[src/rtl/fifo_sram_writer_if.sv]
// Wishbone classic write-master bus between fifo_sram_writer and the SRAM slave.
interface fifo_sram_writer_if;
   logic [31:0] wb_m_adr_o;
   logic [31:0] wb_m_dat_o;
   logic [3:0]  wb_m_sel_o;
   logic        wb_m_we_o;
   logic        wb_m_cyc_o;
   logic        wb_m_stb_o;
   logic        wb_m_ack_i;
   logic        wb_m_err_i;

   modport master (
      output wb_m_adr_o, wb_m_dat_o, wb_m_sel_o, wb_m_we_o, wb_m_cyc_o, wb_m_stb_o,
      input  wb_m_ack_i, wb_m_err_i
   );

   modport slave (
      input  wb_m_adr_o, wb_m_dat_o, wb_m_sel_o, wb_m_we_o, wb_m_cyc_o, wb_m_stb_o,
      output wb_m_ack_i, wb_m_err_i
   );
endinterface

[src/rtl/fifo_sram_writer.sv]
// Single-word Wishbone write stage walking a circular DEPTH-word SRAM window.
// Optional ack timeout is built only when FIFO_SRAM_WRITER_TIMEOUT_EN is defined.
module fifo_sram_writer #(
   parameter logic [31:0] BASE_ADDR = 32'h0000_0000,
   parameter int unsigned DEPTH     = 256,
   parameter int unsigned TIMEOUT   = 15
) (
   input  logic                wb_clk,
   input  logic                wb_rst,
   input  logic                sram_start,
   input  logic [31:0]         sram_data_in,
   output logic                data_done,
   input  logic                clear,
   fifo_sram_writer_if.master  wb,
   output logic                busy,
   output logic [15:0]         write_count,
   output logic                wrapped,
   output logic                error
);

   localparam int unsigned PW = (DEPTH > 1) ? $clog2(DEPTH) : 1;

   typedef enum logic {S_IDLE, S_WRITE} state_e;

   state_e        state_q;
   logic [31:0]   adr_q;
   logic [31:0]   dat_q;
   logic [3:0]    sel_q;
   logic          we_q;
   logic          cyc_q;
   logic          stb_q;
   logic          done_q;
   logic          busy_q;
   logic [PW-1:0] ptr_q;
   logic [PW-1:0] ptr_d;
   logic [15:0]   cnt_q;
   logic          wrap_q;
   logic          err_q;
   logic          ptr_last;
   logic          timeout_hit;

`ifdef FIFO_SRAM_WRITER_TIMEOUT_EN
   localparam int unsigned WW = (TIMEOUT < 16) ? 4 : $clog2(TIMEOUT + 1);
   logic [WW-1:0] wait_q;

   // Fires on the TIMEOUT-th consecutive edge sampled with neither ack nor err.
   always_comb begin
      timeout_hit = 1'b0;
      if (state_q == S_WRITE && !wb.wb_m_ack_i && !wb.wb_m_err_i
          && wait_q == WW'(TIMEOUT - 1))
         timeout_hit = 1'b1;
   end
`else
   assign timeout_hit = 1'b0;
`endif

   assign ptr_last = (ptr_q == PW'(DEPTH - 1));
   assign ptr_d    = ptr_last ? '0 : ptr_q + 1'b1;

   always_ff @(posedge wb_clk) begin
      if (wb_rst) begin
         state_q <= S_IDLE;
         adr_q   <= '0;
         dat_q   <= '0;
         sel_q   <= '0;
         we_q    <= 1'b0;
         cyc_q   <= 1'b0;
         stb_q   <= 1'b0;
         done_q  <= 1'b0;
         busy_q  <= 1'b0;
         ptr_q   <= '0;
         cnt_q   <= '0;
         wrap_q  <= 1'b0;
         err_q   <= 1'b0;
`ifdef FIFO_SRAM_WRITER_TIMEOUT_EN
         wait_q  <= '0;
`endif
      end else begin
         done_q <= 1'b0;
         case (state_q)
            S_IDLE: begin
               if (sram_start) begin
                  dat_q   <= sram_data_in;
                  adr_q   <= BASE_ADDR + (32'(ptr_q) << 2);
                  cyc_q   <= 1'b1;
                  stb_q   <= 1'b1;
                  we_q    <= 1'b1;
                  sel_q   <= 4'hF;
                  busy_q  <= 1'b1;
                  state_q <= S_WRITE;
`ifdef FIFO_SRAM_WRITER_TIMEOUT_EN
                  wait_q  <= '0;
`endif
               end
            end
            S_WRITE: begin
               if (wb.wb_m_ack_i || wb.wb_m_err_i || timeout_hit) begin
                  cyc_q   <= 1'b0;
                  stb_q   <= 1'b0;
                  we_q    <= 1'b0;
                  sel_q   <= '0;
                  busy_q  <= 1'b0;
                  done_q  <= 1'b1;
                  state_q <= S_IDLE;
               end
`ifdef FIFO_SRAM_WRITER_TIMEOUT_EN
               else begin
                  wait_q <= wait_q + 1'b1;
               end
`endif
            end
            default: state_q <= S_IDLE;
         endcase

         // Bookkeeping: clear wins over any update on the same edge but leaves the bus cycle alone.
         if (clear) begin
            ptr_q  <= '0;
            cnt_q  <= '0;
            wrap_q <= 1'b0;
            err_q  <= 1'b0;
         end else if (state_q == S_WRITE) begin
            if (wb.wb_m_ack_i) begin
               ptr_q <= ptr_d;
               if (ptr_last)
                  wrap_q <= 1'b1;
               if (cnt_q != 16'hFFFF)
                  cnt_q <= cnt_q + 16'd1;
            end else if (wb.wb_m_err_i || timeout_hit) begin
               err_q <= 1'b1;
            end
         end
      end
   end

   assign wb.wb_m_adr_o = adr_q;
   assign wb.wb_m_dat_o = dat_q;
   assign wb.wb_m_sel_o = sel_q;
   assign wb.wb_m_we_o  = we_q;
   assign wb.wb_m_cyc_o = cyc_q;
   assign wb.wb_m_stb_o = stb_q;
   assign data_done     = done_q;
   assign busy          = busy_q;
   assign write_count   = cnt_q;
   assign wrapped       = wrap_q;
   assign error         = err_q;

endmodule

[src/flat_wrapper.sv]
// flat-port wrapper written by rule: the top's interface ports become plain ports
module fifo_sram_writer_flat 
#(
   parameter logic [31:0] BASE_ADDR = 32'h0000_0000,
   parameter int unsigned DEPTH     = 256,
   parameter int unsigned TIMEOUT   = 15
)
  (wb_clk, wb_rst, sram_start, sram_data_in, data_done, clear, busy, write_count, wrapped, error, wb_wb_m_adr_o, wb_wb_m_dat_o, wb_wb_m_sel_o, wb_wb_m_we_o, wb_wb_m_cyc_o, wb_wb_m_stb_o, wb_wb_m_ack_i, wb_wb_m_err_i);
  fifo_sram_writer_if wb_i ();
  input  logic wb_clk;
  input  logic wb_rst;
  input  logic sram_start;
  input  logic [31:0] sram_data_in;
  output logic data_done;
  input  logic clear;
  output logic busy;
  output logic [15:0] write_count;
  output logic wrapped;
  output logic error;
  output wire logic [$bits(wb_i.wb_m_adr_o)-1:0] wb_wb_m_adr_o;
  output wire logic [$bits(wb_i.wb_m_dat_o)-1:0] wb_wb_m_dat_o;
  output wire logic [$bits(wb_i.wb_m_sel_o)-1:0] wb_wb_m_sel_o;
  output wire logic [$bits(wb_i.wb_m_we_o)-1:0] wb_wb_m_we_o;
  output wire logic [$bits(wb_i.wb_m_cyc_o)-1:0] wb_wb_m_cyc_o;
  output wire logic [$bits(wb_i.wb_m_stb_o)-1:0] wb_wb_m_stb_o;
  input wire logic [$bits(wb_i.wb_m_ack_i)-1:0] wb_wb_m_ack_i;
  input wire logic [$bits(wb_i.wb_m_err_i)-1:0] wb_wb_m_err_i;
  assign wb_wb_m_adr_o = wb_i.wb_m_adr_o;
  assign wb_wb_m_dat_o = wb_i.wb_m_dat_o;
  assign wb_wb_m_sel_o = wb_i.wb_m_sel_o;
  assign wb_wb_m_we_o = wb_i.wb_m_we_o;
  assign wb_wb_m_cyc_o = wb_i.wb_m_cyc_o;
  assign wb_wb_m_stb_o = wb_i.wb_m_stb_o;
  assign wb_i.wb_m_ack_i = wb_wb_m_ack_i;
  assign wb_i.wb_m_err_i = wb_wb_m_err_i;
  fifo_sram_writer #(.BASE_ADDR(BASE_ADDR), .DEPTH(DEPTH), .TIMEOUT(TIMEOUT)) u_core (.wb_clk(wb_clk), .wb_rst(wb_rst), .sram_start(sram_start), .sram_data_in(sram_data_in), .data_done(data_done), .clear(clear), .wb(wb_i), .busy(busy), .write_count(write_count), .wrapped(wrapped), .error(error));
endmodule
[config.mk]
export PLATFORM = sky130hd
export DESIGN_NAME = fifo_sram_writer_flat
export DESIGN_NICKNAME = d
export VERILOG_FILES = /design/src/rtl/fifo_sram_writer_if.sv /design/src/rtl/fifo_sram_writer.sv /design/src/flat_wrapper.sv
export SDC_FILE = /design/constraint.sdc
export NUM_CORES = 1
export LEC_CHECK = 0
export ABC_CLOCK_PERIOD_IN_PS = 1990
export CAP_MARGIN = 20
export CORE_ASPECT_RATIO = 1.1
export CORE_UTILIZATION = 38
export DETAILED_ROUTE_END_ITERATION = 8
export PLACE_DENSITY = 0.77
export SLEW_MARGIN = 20
export SYNTH_ARGS = -nofsm -noshare
export SYNTH_HDL_FRONTEND = slang
export SYNTH_SLANG_ARGS = --single-unit
export TNS_END_PERCENT = 20
[constraint.sdc]
create_clock -name wb_clk -period 1.99 [get_ports wb_clk]
set_input_delay 0.199 -clock wb_clk [delete_from_list [all_inputs] [get_ports wb_clk]]
set_output_delay 0.199 -clock wb_clk [all_outputs]
set_load 0.02 [all_outputs]
## Word-level counts from Yosys, hierarchy flattened

Index checks and enable logic that the tools add are counted.
Widths: inputs -> output; s select.

- Register bits after elaboration: 73
- Output and inout port bits: 91
- Word-level logic and storage cells: 38

- Add/subtract/negate cells: 2
- Equal/unequal tests: 4
- Mux-type cells: 11
- Bitwise gates (word level): 2
- Reductions and logical operators: 9

Operators by type and width:

| operator | count |
|---|---|
| $add 16x1->16 const B | 1 |
| $ne 16x16->1 const B | 1 |
| $reduce_and 3->1 | 3 |
| $add 8x1->8 const B | 1 |
| $eq 8x8->1 const B | 1 |
| $mux 4 | 2 |
| $mux 8 | 1 |
| $pmux 4 s2 | 1 |
| $reduce_and 2->1 | 3 |
| $mux 1 | 5 |
| $ne 2x2->1 const B | 2 |
| $pmux 1 s2 | 2 |
| $reduce_or 2->1 | 2 |
| $not 1->1 | 2 |
| $logic_or 1x1->1 | 1 |

## Logic depth before layout (Yosys ltp)

Gate-level depths: netlist of run 1.

- Word-level depth: 3
- Gate-level depth with buffers: 6
- Mapped depth without buffers: 5

## Worst setup path after synthesis of run 1

No wires, ideal clock.

- Path kind: reg2reg
- From: register u_core.cnt_q[0] (netlist: u_core.write_count[0])
- To: register u_core.cnt_q[14] (netlist: u_core.write_count[14])
- Arrival time: 2.025 ns
- Required time: 1.855 ns
- Setup slack: -0.170 ns
- Cell stages (with the launch flop): 6
- Period minus slack after synthesis: 2.160 ns
- Path through: dfxtp_1 > ha_1 > nand4_1 > or4_2 > o311ai_0 > o41ai_1

- Longest elaborated chain between the ends: 2

RTL lines:

| what | RTL line | RTL |
|---|---|---|
| start, declared | fifo_sram_writer.sv:36 | `logic [15:0] cnt_q;` |
| start signal, assigned | fifo_sram_writer.sv:127 | `cnt_q <= cnt_q + 16'd1;` |
| branches (longest 2 deep; another with $add 16x1->16) | -- |  |

Parallel ways; which one is timed is not known.
A chain may end at the register's enable or synchronous reset.

## Worst setup path in the final report of run 1

- From: register u_core.cnt_q[0] (netlist: u_core.write_count[0])
- To: register u_core.cnt_q[12] (netlist: u_core.write_count[12])

Same word-level chain as after synthesis.

==> results_dict.tcl, run 1 <==
set metrics [dict create \
    path_class "flip-flop to flip-flop" \
    reg2reg_slack_ns 0.19 \
    grt_max_degree 41 \
    vias 2779 \
    holdPathStages 3 \
    crit_required_ns 2.22 \
    postCtsHoldBufs 0 \
    min_from "wb_rst" \
    cp.arrival_ns 2.03 \
    die_h_um 93.94 \
    clock_skew_ns 0.007061 \
    core-area_um2 7432 \
    drive_gt1_share_pct 10.15 \
    period_minus_slack_ns 1.803 \
    pin_count 129 \
    start_kind "flip-flop" \
    area.growth.synth_to_final_pct 45.07 \
    finish.net_count 508 \
    htree_levels 3 \
    utilization_pct 57.00 \
    syn_avg_cell_area_um2 8.089 \
    row_count 33 \
    worst-slew-pin-transition_ns 0.5976 \
    tns_ns 0 \
    routed_wl_um 7042 \
    finalNonFillerCells 560 \
    place.gp.congestion 0.8276 \
    initial_core_util_pct 39.29 \
    diodes 0 \
    nFillCells 697 \
    max-cap-violations 0 \
    hold_path_end "u_core.write_count[4]" \
    crit_fanout 3 \
    synth_top_area_share_pct 47.30 \
    synth.area.top_cells "dfxtp_1 (47%), nand2_1 (12%), a21oi_1 (8.6%)" \
    seqCellArea_um2 1388 \
    cp-end-kind "flip-flop" \
    max_freq_mhz 554.5 \
    finalPower_mw 3.137 \
    rsz0062_at_grt "no" \
    vdd_drop_max_uv 346.8 \
    dr.pass1.iters 4 \
    drt_iter0_drc 74 \
    first_global_vias 2560 \
    ys_seq_area_share_pct 47.30 \
    cts-root-buf "clkbuf_8" \
    grt_usage_pct 18.24 \
    synth_area_leader_cell "dfxtp_1" \
    drc 0 \
    clock_sinks 69 \
    ys_ff_latch 69 \
    antenna_found_initial 0 \
    r2r_end "u_core.write_count[12]" \
    grt_overflow 0 \
    fin_crit_sh_pct 90.62 \
    status "finished clean" \
    multiInputGateArea_um2 1299 \
    ff2ff_path_depth 6 \
    cts_inserted_buffers 9 \
    grt_pass1_wl_um 11540 \
    cts_tree "yes" \
    rr_startpoint "u_core.write_count[0]" \
    syn_inst 361 \
    power_density_nw_per_um2 740.5 \
    dp_cells 544 \
    synth_warnings 0 \
    ant_nets 0 \
    vias_per_cell 4.963 \
    die_area_um2 8040 \
    synth_area_um2 2920 \
    hold_viol 0 \
    setup_viol 0 \
    clk_pin_slew_worst_paths_ns 0.07 \
    hp-class "primary input to flip-flop" \
    fp.dieW_um 85.59 \
    relSlewSlack_pct 60.01 \
    worstSkewPairLatency_ns 0.34 \
    cts_max_path_buffers 2 \
    ys_types 39 \
    port_buffers 104 \
    post_drt_wl_per_cell_um 12.58 \
    post-dp-hpwl_um 5067 \
    leakage_nw 1.548 \
    finalMaxSlewViolations 0 \
]
## layer usage
metal  routed length (um)  vias to the layer above  track usage, %
li1                     -                     1391               -
met2                 3392                      100           31.53
met1                 3068                     1272           20.78
met4                  163                        0           9.028
met5                    0                        -               0
met3                  417                       16           4.745
## logic make-up after synthesis
family | count (synthesis) | share of synthesized area [%]
compound gates | 76 | 15.00
xor+xnor | 8 | 2.399
fa+ha+maj | 2 | 0.8568
buf+inv | 56 | 11.48
flops | 69 | 47.30
other cells | 1 | 0.1284
simple gates | 149 | 22.84
## cell usage after synthesis
master / instances
nand2_1: 95
dfxtp_1: 69
a21oi_1: 50
buf_4: 31
clkbuf_1: 18
nor2_1: 16
o31ai_1: 7
or4_1: 7
nand3_1: 6
nand4_1: 6
inv_1: 5
o21ai_0: 5
o211ai_1: 4
xnor2_1: 4
xor2_1: 4
a31oi_1: 3
nor4_1: 3
or3_1: 3
and4_1: 2
ha_1: 2
nor3_1: 2
or4_2: 2
a2111oi_0: 1
a31o_2: 1
a41o_1: 1
and2_1: 1
and3_1: 1
buf_2: 1
buf_6: 1
conb_1: 1
nand2b_1: 1
nor2b_1: 1
nor3b_1: 1
nor4b_1: 1
o21a_1: 1
o311ai_0: 1
o31a_1: 1
o41ai_1: 1
or2_2: 1
## report_power, final
group          switching (mW)  leakage [nW]  internal [mW]
clock network           0.523         0.112          0.737
registers              0.0239         0.564           1.42
logic                   0.234         0.871          0.196
total                   0.781          1.55           2.36
## how the worst max path moves through the flow
stage / start / to / slack, ns / cells past startpoint
2_1_floorplan: u_core.write_count[0] / u_core.write_count[3] / -0.009 / 6
3_3_place_gp: wb_wb_m_ack_i / u_core.write_count[13] / -0.08 / 5
3_5_place_dp: wb_wb_m_ack_i / u_core.write_count[13] / -0.12 / 5
4_1_cts: u_core.write_count[2] / u_core.write_count[13] / 0.08 / 4
5_1_grt: u_core.write_count[0] / u_core.write_count[10] / 0.03 / 7
6_report: u_core.write_count[0] / u_core.write_count[12] / 0.19 / 6
## worst max-delay path, cell delays in order (launching register included)
cell and delay, ns:
dfxtp_2 0.34, ha_1 0.20, nand4_1 0.18, or4_4 0.57, buf_4 0.16, o211ai_1 0.15, o31ai_1 0.09
## cell type report
type / count / area share [%]
well taps: 87 / 2.569
repair buffers: 124 / 28.29
inverters: 5 / 0.4430
clock inverters: 6 / 2.038
clock buffers: 10 / 3.249
flip-flops and latches: 69 / 32.75
multi-input cells: 259 / 30.66
## timing repair
| item | CTS | global route |
|---|---|---|
| hold endpoints to repair | 0 | 0 |
| buffers inserted | 0 | 0 |
| gates resized for setup | 0 | 5 |
| setup endpoints to repair | 0 | 3 |
## state kept, by name, summed over array words and instances (netlist names)
name	flops
u_core.data_done	1
u_core.error	1
u_core.ptr_q	8
u_core.state_q	1
u_core.wb.wb_m_adr_o	8
u_core.wb.wb_m_dat_o	32
u_core.wb.wb_m_sel_o	1
u_core.wrapped	1
u_core.write_count	16
## placed cells by master, fill, tap and decap left out, drive strengths merged, types with 2 or more instances in the layout
cell           instances
conb                  24
o21ai                  5
nand4                  6
clkinv                 3
dfxtp                 69
nor4                   3
xor2                   4
o211ai                 4
o31ai                  7
clkbuf                10
xnor2                  4
nand3                  6
nand2                 95
and4                   2
or4                    9
ha                     2
inv                    5
a21oi                 50
buf                   21
nor3                   2
nor2                  16
clkdlybuf4s50        103
or3                    3
bufinv                 2
a31oi                  3
## per-stage QoR
step	setup WS [ns]	hold WS, ns	cell area (um2)
global placement	-0.07883	0.4424	4005
floorplan	-0.009299	0.3350	3012
finish	0.1866	0.2214	4237
global route	0.03348	0.2230	4237
detailed placement	-0.1248	0.4465	4005
CTS	0.08417	0.2127	4229
Note: power is estimated with default switching activity, not from simulation.
==> run 2, diff against run 1 <==
--- a/config.mk
+++ b/config.mk
@@ -10,6 +10,7 @@
 export CORE_ASPECT_RATIO = 1.1
 export CORE_UTILIZATION = 38
 export DETAILED_ROUTE_END_ITERATION = 8
+export GPL_TIMING_DRIVEN = 0
 export PLACE_DENSITY = 0.77
 export SLEW_MARGIN = 20
 export SYNTH_ARGS = -nofsm -noshare
==> run 2 against run 1 <==
Non-clock buffer count increased by 31. Count of clock-buffer cells in the layout unchanged. Final cell count increased by 5.4%. Worst setup slack got worse by 0.16 ns. Largest cell class unchanged.
==> results_dict.tcl, run 2 (synthesis gave the netlist of run 1 again) <==
set metrics [dict create \
    post_drt_wl_per_cell_um 12.25 \
    setup_ws_ns 0.02578 \
    ff2ff_path_depth 5 \
    worst-slew-pin-transition_ns 0.6919 \
    r2r_end "u_core.write_count[10]" \
    grt_pass1_wl_um 11620 \
    p_sw_share_pct 26.86 \
    post-dp-hpwl_um 5367 \
    max_freq_mhz 509.1 \
    p_seq_share_pct 50.6 \
    fin_crit_sh_pct 98.70 \
    crit_family "compound AO/OA/AOI/OAI gates" \
    cp.buffers_inverters 0 \
    p_clk_share_pct 32.7 \
    pin_count 129 \
    rr_startpoint "u_core.write_count[0]" \
    p_comb_share_pct 16.7 \
    path_class "flip-flop to flip-flop" \
    postCtsHoldBufs 0 \
    vdd_drop_max_uv 340.8 \
    area.growth.synth_to_final_pct 49.44 \
    cts_max_path_buffers 2 \
    cp.arrival_ns 2.19 \
    dr.pass1.iters 4 \
    finish.net_count 539 \
    fp.dieW_um 85.59 \
    die_h_um 93.94 \
    initial_core_util_pct 39.29 \
    leakage_nw 1.641 \
    fin_hold_ws_ns 0.2944 \
    hp-class "primary input to flip-flop" \
    diodes 0 \
    worstSkewPairLatency_ns 0.33 \
    grt_max_degree 12 \
    reg2reg_slack_ns 0.03 \
    min_from "wb_rst" \
    cp_num_cells 5 \
    layout_common_cells "clkdlybuf4s50_1 (103), nand2_1 (95), dfxtp_1 (62)" \
    endpoint "u_core.write_count[10]" \
    period_minus_slack_ns 1.964 \
    htree_levels 3 \
    status "finished clean" \
    crit_fanout 6 \
    cp-end-kind "flip-flop" \
    finalMaxSlewViolations 0 \
    clock_sinks 69 \
    cts_inserted_buffers 9 \
    die_area_um2 8040 \
    rsz0062_at_grt "yes" \
    final_common_cell "clkdlybuf4s50_1" \
    first_global_vias 2546 \
    crit_path_start "u_core.write_count[0]" \
    drive_gt1_share_pct 12.72 \
    clk_pin_slew_worst_paths_ns 0.07 \
    core-area_um2 7432 \
    p_int_mw 2.096 \
    grt_usage_pct 18.21 \
    switchingPower_uw 769.4 \
    ant_nets 0 \
    setup_viol 0 \
    cts-root-buf "clkbuf_8" \
    nFillCells 687 \
    vias 2843 \
    slowest_delay_ns 0.64 \
    largest_reg_flops 32 \
    dp_slack_ns -0.4359 \
    hold_viol 0 \
    vias_per_cell 4.819 \
    slowest_stage "a2111oi_1" \
    power_density_nw_per_um2 656.5 \
    drc 0 \
    port_buffers 103 \
    routed_wl_um 7226 \
    crit_required_ns 2.21 \
    cts_tree "yes" \
    row_count 33 \
    clock_skew_ns 0.01009 \
    start_kind "flip-flop" \
    relSlewSlack_pct 53.76 \
    place.gp.congestion 0.8585 \
    path_cells "ha_1 -> nand4_1 -> a2111oi_1 -> a31oi_1 -> a41o_1" \
    antenna_found_initial 0 \
    max-cap-violations 0 \
    grt_overflow 0 \
    drt_iter0_drc 87 \
]
[run 2: cell types whose count changed in the layout (fill, tap and decap cells not counted), sizes merged]
cell and delta:
bufinv -2, clkbuf +17, buf +14, clkinvlp -1, clkinv +2
[run 2: power by group through the flow]
stage / Sequential, mW / Combinational, mW / Clock (mW)
finish: 1.45 / 0.479 / 0.937
global route: 1.45 / 0.517 / 1.03
CTS: 1.45 / 0.481 / 0.958
detailed placement: 1.48 / 0.479 / 0
global placement: 1.48 / 0.474 / 0
floorplan: 1.53 / 0.216 / 0
[run 2: through the flow]
stage | setup TNS, ns | instances | area [um2] | power [mW] | utilization [%]
finish | 0 | 590 | 4364 | 2.865 | 58.72
global route | -0.07901 | 590 | 4364 | 2.999 | 58.72
CTS | 0 | 591 | 4349 | 2.889 | 58.52
detailed placement | -4.263 | 574 | 4151 | 1.961 | 55.86
global placement | -3.794 | 574 | 4151 | 1.954 | 55.86
floorplan | -0.009299 | 384 | 3012 | 1.746 | -
[run 2: how the worst min path moves through the flow]
stage                                to  depth (start not counted)  slack (ns)
2_1_floorplan   u_core.wb.wb_m_dat_o[0]                          2        0.34
3_3_place_gp   u_core.wb.wb_m_dat_o[25]                          2        0.44
3_5_place_dp   u_core.wb.wb_m_dat_o[25]                          2        0.45
4_1_cts        u_core.wb.wb_m_dat_o[19]                          2        0.31
5_1_grt        u_core.wb.wb_m_dat_o[20]                          2        0.32
6_report       u_core.wb.wb_m_dat_o[19]                          2        0.29
[run 2: final cells by class]
class,count,area [um2],area share (%)
Clock buffer,10,127.6,2.924
Buffer,50,319.1,7.311
Multi-Input combinational cell,259,1325,30.36
Timing Repair Buffer,105,1046,23.97
Tap cell,87,108.9,2.494
Sequential cell,69,1390,31.85
Inverter,5,18.77,0.4300
Clock inverter,5,28.78,0.6594
[run 2: repair_timing]
action | CTS | global route
cloned | 0 | 0
endpoints found under the setup margin | 11 | 13
buffers inserted | 2 | 0
gates resized for setup | 8 | 7
pin swaps | 1 | 2
[run 2: metal layers]
layer / up-vias / wire (um) / GRT usage [%]
met4: 0 / 75 / 5.556
met1: 1292 / 3074 / 21.02
met5: - / 0 / 0
met3: 7 / 515 / 5.185
met2: 91 / 3561 / 32.47
li1: 1453 / - / -
